===== config.mk =====
export PLATFORM = sky130hd
export DESIGN_NAME = mem_arbiter
export DESIGN_NICKNAME = d
export VERILOG_FILES = /design/src/rtl/mem_arb_pkg.sv /design/src/rtl/mem_arb_pick.sv /design/src/rtl/mem_arbiter.sv
export SDC_FILE = /design/constraint.sdc
export NUM_CORES = 1
export LEC_CHECK = 0
export ABC_AREA = 1
export BUFFER_PORTS_ARGS = -buffer_cell sky130_fd_sc_hd__buf_2
export CAP_MARGIN = 5
export CORE_MARGIN = 2
export CORE_UTILIZATION = 46
export DETAILED_ROUTE_END_ITERATION = 7
export GPL_ROUTABILITY_DRIVEN = 0
export PLACE_DENSITY = 0.79
export SYNTH_ARGS = -nofsm -noshare
export SYNTH_HDL_FRONTEND = slang
export SYNTH_HIERARCHICAL = 1
export SYNTH_SLANG_ARGS = --single-unit

===== constraint.sdc =====
create_clock -name clk -period 3.3 [get_ports clk]
set_clock_uncertainty 0.05 [all_clocks]
set_input_delay 0 -clock clk [delete_from_list [all_inputs] [get_ports clk]]
set_output_delay 0 -clock clk [all_outputs]
set_load 0.02 [all_outputs]

===== src/rtl/mem_arb_pkg.sv =====
// Shared command and state codes for the data-RAM arbiter (also used by the cpu).
package mem_arb_pkg;

  typedef enum logic [1:0] {
    MNONE  = 2'b00,
    MREAD  = 2'b01,
    MWRITE = 2'b10
  } mem_cmd_t;

  typedef enum logic [1:0] {
    IDLE   = 2'b00,
    ACCESS = 2'b01,
    DONE   = 2'b10
  } arb_state_t;

  localparam int unsigned MEM_DATA_W = 16;
  localparam int unsigned MEM_RAM_AW = 8;

  function automatic logic is_req(input logic req, input logic [1:0] cmd);
    return req && (cmd != MNONE);
  endfunction

endpackage


===== src/rtl/mem_arb_pick.sv =====
// Combinational grant picker; MEM_ARBITER_ROUND_ROBIN_EN selects round-robin,
// otherwise port 0 wins every tie.
module mem_arb_pick (
  input  logic req0,
  input  logic req1,
  input  logic last,
  output logic grant,
  output logic valid
);

`ifdef MEM_ARBITER_ROUND_ROBIN_EN
  always_comb begin
    valid = req0 | req1;
    grant = (req0 & req1) ? ~last : ~req0;
  end
`else
  logic unused_last;
  assign unused_last = last;

  always_comb begin
    valid = req0 | req1;
    grant = ~req0;
  end
`endif

endmodule


===== src/rtl/mem_arbiter.sv =====
// Two-master arbiter for the single-port data RAM with req/ack handshake.
// Tie policy is set by MEM_ARBITER_ROUND_ROBIN_EN (see mem_arb_pick).
module mem_arbiter
  import mem_arb_pkg::*;
#(
  parameter int unsigned DATA_W = MEM_DATA_W,
  parameter int unsigned RAM_AW = MEM_RAM_AW
) (
  input  logic              clk,
  input  logic              reset,
  input  logic              req0,
  input  logic [1:0]        cmd0,
  input  logic [RAM_AW:0]   addr0,
  input  logic [DATA_W-1:0] wdata0,
  output logic              ack0,
  output logic [DATA_W-1:0] rdata0,
  input  logic              req1,
  input  logic [1:0]        cmd1,
  input  logic [RAM_AW:0]   addr1,
  input  logic [DATA_W-1:0] wdata1,
  output logic              ack1,
  output logic [DATA_W-1:0] rdata1,
  output logic [RAM_AW-1:0] ram_raddr,
  output logic [RAM_AW-1:0] ram_waddr,
  output logic              ram_write,
  output logic [DATA_W-1:0] ram_wdata,
  input  logic [DATA_W-1:0] ram_dout
);

  arb_state_t        state_q, state_d;
  mem_cmd_t          cmd_q;
  logic              sel_q, last_q;
  logic [RAM_AW:0]   addr_q;
  logic [DATA_W-1:0] wdata_q, rdata0_q, rdata1_q, rd_val;
  logic              act0, act1, grant, grant_valid, in_range, rd_done;

  assign act0 = is_req(req0, cmd0);
  assign act1 = is_req(req1, cmd1);

  mem_arb_pick u_pick (
    .req0  (act0),
    .req1  (act1),
    .last  (last_q),
    .grant (grant),
    .valid (grant_valid)
  );

  always_ff @(posedge clk or negedge reset) begin
    if (!reset) state_q <= IDLE;
    else        state_q <= state_d;
  end

  // Outputs decode from state so an async reset drops ram_write at once.
  always_comb begin
    state_d   = state_q;
    ack0      = 1'b0;
    ack1      = 1'b0;
    ram_write = 1'b0;
    rd_done   = 1'b0;
    case (state_q)
      IDLE:   if (grant_valid) state_d = ACCESS;
      ACCESS: begin
        ram_write = (cmd_q == MWRITE) && in_range;
        state_d   = DONE;
      end
      DONE: begin
        ack0    = ~sel_q;
        ack1    = sel_q;
        rd_done = (cmd_q == MREAD);
        state_d = IDLE;
      end
      default: state_d = IDLE;
    endcase
  end

  always_ff @(posedge clk or negedge reset) begin
    if (!reset) begin
      sel_q    <= 1'b0;
      last_q   <= 1'b1;
      cmd_q    <= MNONE;
      addr_q   <= '0;
      wdata_q  <= '0;
      rdata0_q <= '0;
      rdata1_q <= '0;
    end else begin
      if (state_q == IDLE && grant_valid) begin
        sel_q   <= grant;
        cmd_q   <= mem_cmd_t'(grant ? cmd1 : cmd0);
        addr_q  <= grant ? addr1 : addr0;
        wdata_q <= grant ? wdata1 : wdata0;
      end
      if (state_q == DONE) begin
        last_q <= sel_q;
        if (rd_done && !sel_q) rdata0_q <= rd_val;
        if (rd_done &&  sel_q) rdata1_q <= rd_val;
      end
    end
  end

  assign in_range  = ~addr_q[RAM_AW];
  assign rd_val    = in_range ? ram_dout : '0;
  // Read data is forwarded combinationally during DONE, then held in the register.
  assign rdata0    = (rd_done && !sel_q) ? rd_val : rdata0_q;
  assign rdata1    = (rd_done &&  sel_q) ? rd_val : rdata1_q;
  assign ram_raddr = addr_q[RAM_AW-1:0];
  assign ram_waddr = addr_q[RAM_AW-1:0];
  assign ram_wdata = wdata_q;

endmodule


==> implementation parameters <==
Parameter                              Value

Outcome
  Result of the run    completed

Die
  Number of I/O pins    141
  Num rows    30
  Die Wd    87.55 um
  Die outline area    0.007664 mm2
  Effective utilization at floorplan    47.52%
  Core Region    0.006756 mm2
  Die height    87.55 um

Timing
  RSZ-0062 raised after global routing    no
  Total count of max-transition violations in the final report    0
  Relative slew slack    32.50%
  Final count of negative-setup-slack endpoints    0
  Final clock period utilization by the worst path    75.52%
  Final min period    2.492 ns
  Setup TNS    0 ns
  Slew of the pin with the lowest slew margin    1.012 ns
  Final count of hold timing violations    0
  Max frequency    401.3 MHz

Worst setup path
  Highest fanout seen on the critical path    30
  Slowest cell on crit path    sky130_fd_sc_hd__inv_1
  RR Startpoint    state_q[1]
  Logic depth of the worst register-to-register path    4
  Register-to-register setup slack    1.03 ns
  Category of the most critical setup path    in -> reg
  Delay contributed by the slowest stage of the critical path    0.82 ns
  CP Capture Type    flip-flop
  Series of cell instances along the critical path    dlygate4sd3_1, buf_2, o21a_1, inv_2, nand2_2, nand3_2, inv_1, o21ai_0
  Req. time, crit path    3.42 ns
  Worst flop-to-flop path endpoint    cmd_q[1]
  Critical path data arrival time    2.61 ns
  Critical Path Source Type    input pin

Clocking
  Clock transition at path regs    0.06 ns
  # clock sinks    62
  Post-cts resize count    0
  Library cell used as clock root buffer    sky130_fd_sc_hd__clkbuf_8
  TritonCTS clock tree    built
  CTS H-tree lvls    3
  # hold bufs at CTS    71
  Clk Latency, worst-skew pair    0.33 ns
  Maximum clock insertion buffer count    2
  Post CTS Setup Buffer Count    0
  Inserted Clock Buffers    9

Detailed routing
  Detailed Route WL    9.796 mm
  Vias per Instance    4.849
  Via total after detailed routing    3472
  Antenna Violating Nets Remaining    0
  Initial DRT Pass Iterations    7
  Routed wire per std cell    13.68 um
  Residual DRC    0
  DRC violation total after the first TritonRoute iteration    138

Place
  Count of input and output buffers    140
  Placed wire-length estimate    5.577 mm

Layout
  Growth of design area from synthesis to finish    44.86%
  Layout cells sized above 1    26.26%
  Multi-input gate area    0.001324 mm2
  Layout net count    707
  Core occupancy in the finished layout    68.83%
  Antenna fix cells    0
  Footprint of the flip-flops and latches    0.001551 mm2
  Number of filler cells placed in the layout    528

Pwr
  Power density of the placed cells    839.5 mW/mm2
  Leakage power    2.786 nW
  Worst ir drop on vdd    322.3 uV

Synthesis
  YS warnings    6
  Syn_area_per_cell    7.247 um2
  Number of nets in the synthesized netlist    517
  Total standard cell area after synthesis    0.003211 mm2
  Mapped Cells    443

Global route
  Vias in the first global route    3449
  Global-route total usage across every layer    26.55%
  Pin count of the biggest net entering global routing    48
  Global-route wire length before repair    15.80 mm
  Number of antenna violations at the first check in global routing    0
  Global route overflow    0

Run
  MaxCap Viol Count    0

Min path
  Class of the most critical hold timing path    in -> async
[worst max path at each step]
stage	start	to	cells after the start	slack (ns)
final	cmd0[0]	cmd_q[1]	8	0.81
after global routing	cmd0[0]	cmd_q[1]	9	0.51
after CTS	cmd0[0]	cmd_q[1]	8	0.89
after detailed placement	state_q[1]	cmd_q[1]	4	1.02
after global placement	state_q[1]	cmd_q[1]	4	1.17
after floorplan	addr_q[8]	ram_write	3	1.92
[state kept, by name, indices dropped and copies added, names as in the netlist]
| name | flops |
|---|---|
| ram_wdata | 16 |
| cmd_q | 2 |
| rdata0_q | 16 |
| sel_q | 1 |
| rdata1_q | 16 |
| addr_q | 9 |
| state_q | 2 |
[where the power goes]
group	switching, mW	leakage (nW)	internal (mW)	total, mW
sequential	0.232	0.750	1.13	1.36
clock	0.264	0.0821	0.282	0.546
combinational	1.35	1.95	0.644	2.00
[layer usage]
layer | vias up | global-route usage, % | wire length [um]
met3 | 40 | 6.692 | 719
li1 | 1685 | - | -
met2 | 185 | 43.18 | 4692
met4 | 0 | 14.69 | 390
met1 | 1562 | 32.34 | 3994
met5 | - | 0 | 0
[worst max-delay path: cells and delay by family]
family                 cells  cell delay [ns]
buffers and inverters      4             1.68
AND/OR/NAND/NOR            2             0.58
AO/OA/AOI/OAI              2             0.33
[layout make-up]
class | count | area share, %
Sequential cell | 62 | 33.36
Timing Repair Buffer | 212 | 30.51
Multi-Input combinational cell | 321 | 28.46
Clock buffer | 12 | 3.121
Inverter | 27 | 2.179
Tap cell | 80 | 2.152
Clock inverter | 2 | 0.2152
[per-stage QoR]
stage | hold slack, ns | cells | instance area [um2] | setup slack (ns) | total power, mW
after floorplan | -0.3456 | 443 | 3211 | 1.918 | 2.767
after global placement | 0.1687 | 631 | 3785 | 1.171 | 3.197
after detailed placement | 0.1980 | 631 | 3785 | 1.024 | 3.257
after CTS | 0.3801 | 716 | 4651 | 0.8866 | 3.890
after global routing | 0.4373 | 716 | 4651 | 0.5089 | 4.199
final | 0.3467 | 716 | 4651 | 0.8079 | 3.904
[placed cells by master, fill, tap and decap left out, types with 4 or more instances in the layout]
master                            n
sky130_fd_sc_hd__inv_1           24
sky130_fd_sc_hd__nor2_4           4
sky130_fd_sc_hd__nor2_1          16
sky130_fd_sc_hd__dfrtp_1         62
sky130_fd_sc_hd__buf_2          140
sky130_fd_sc_hd__nand2_1        272
sky130_fd_sc_hd__dlygate4sd3_1   71
sky130_fd_sc_hd__nand3_1         16
sky130_fd_sc_hd__clkbuf_8        10
Note: power is estimated with default switching activity, not from simulation.
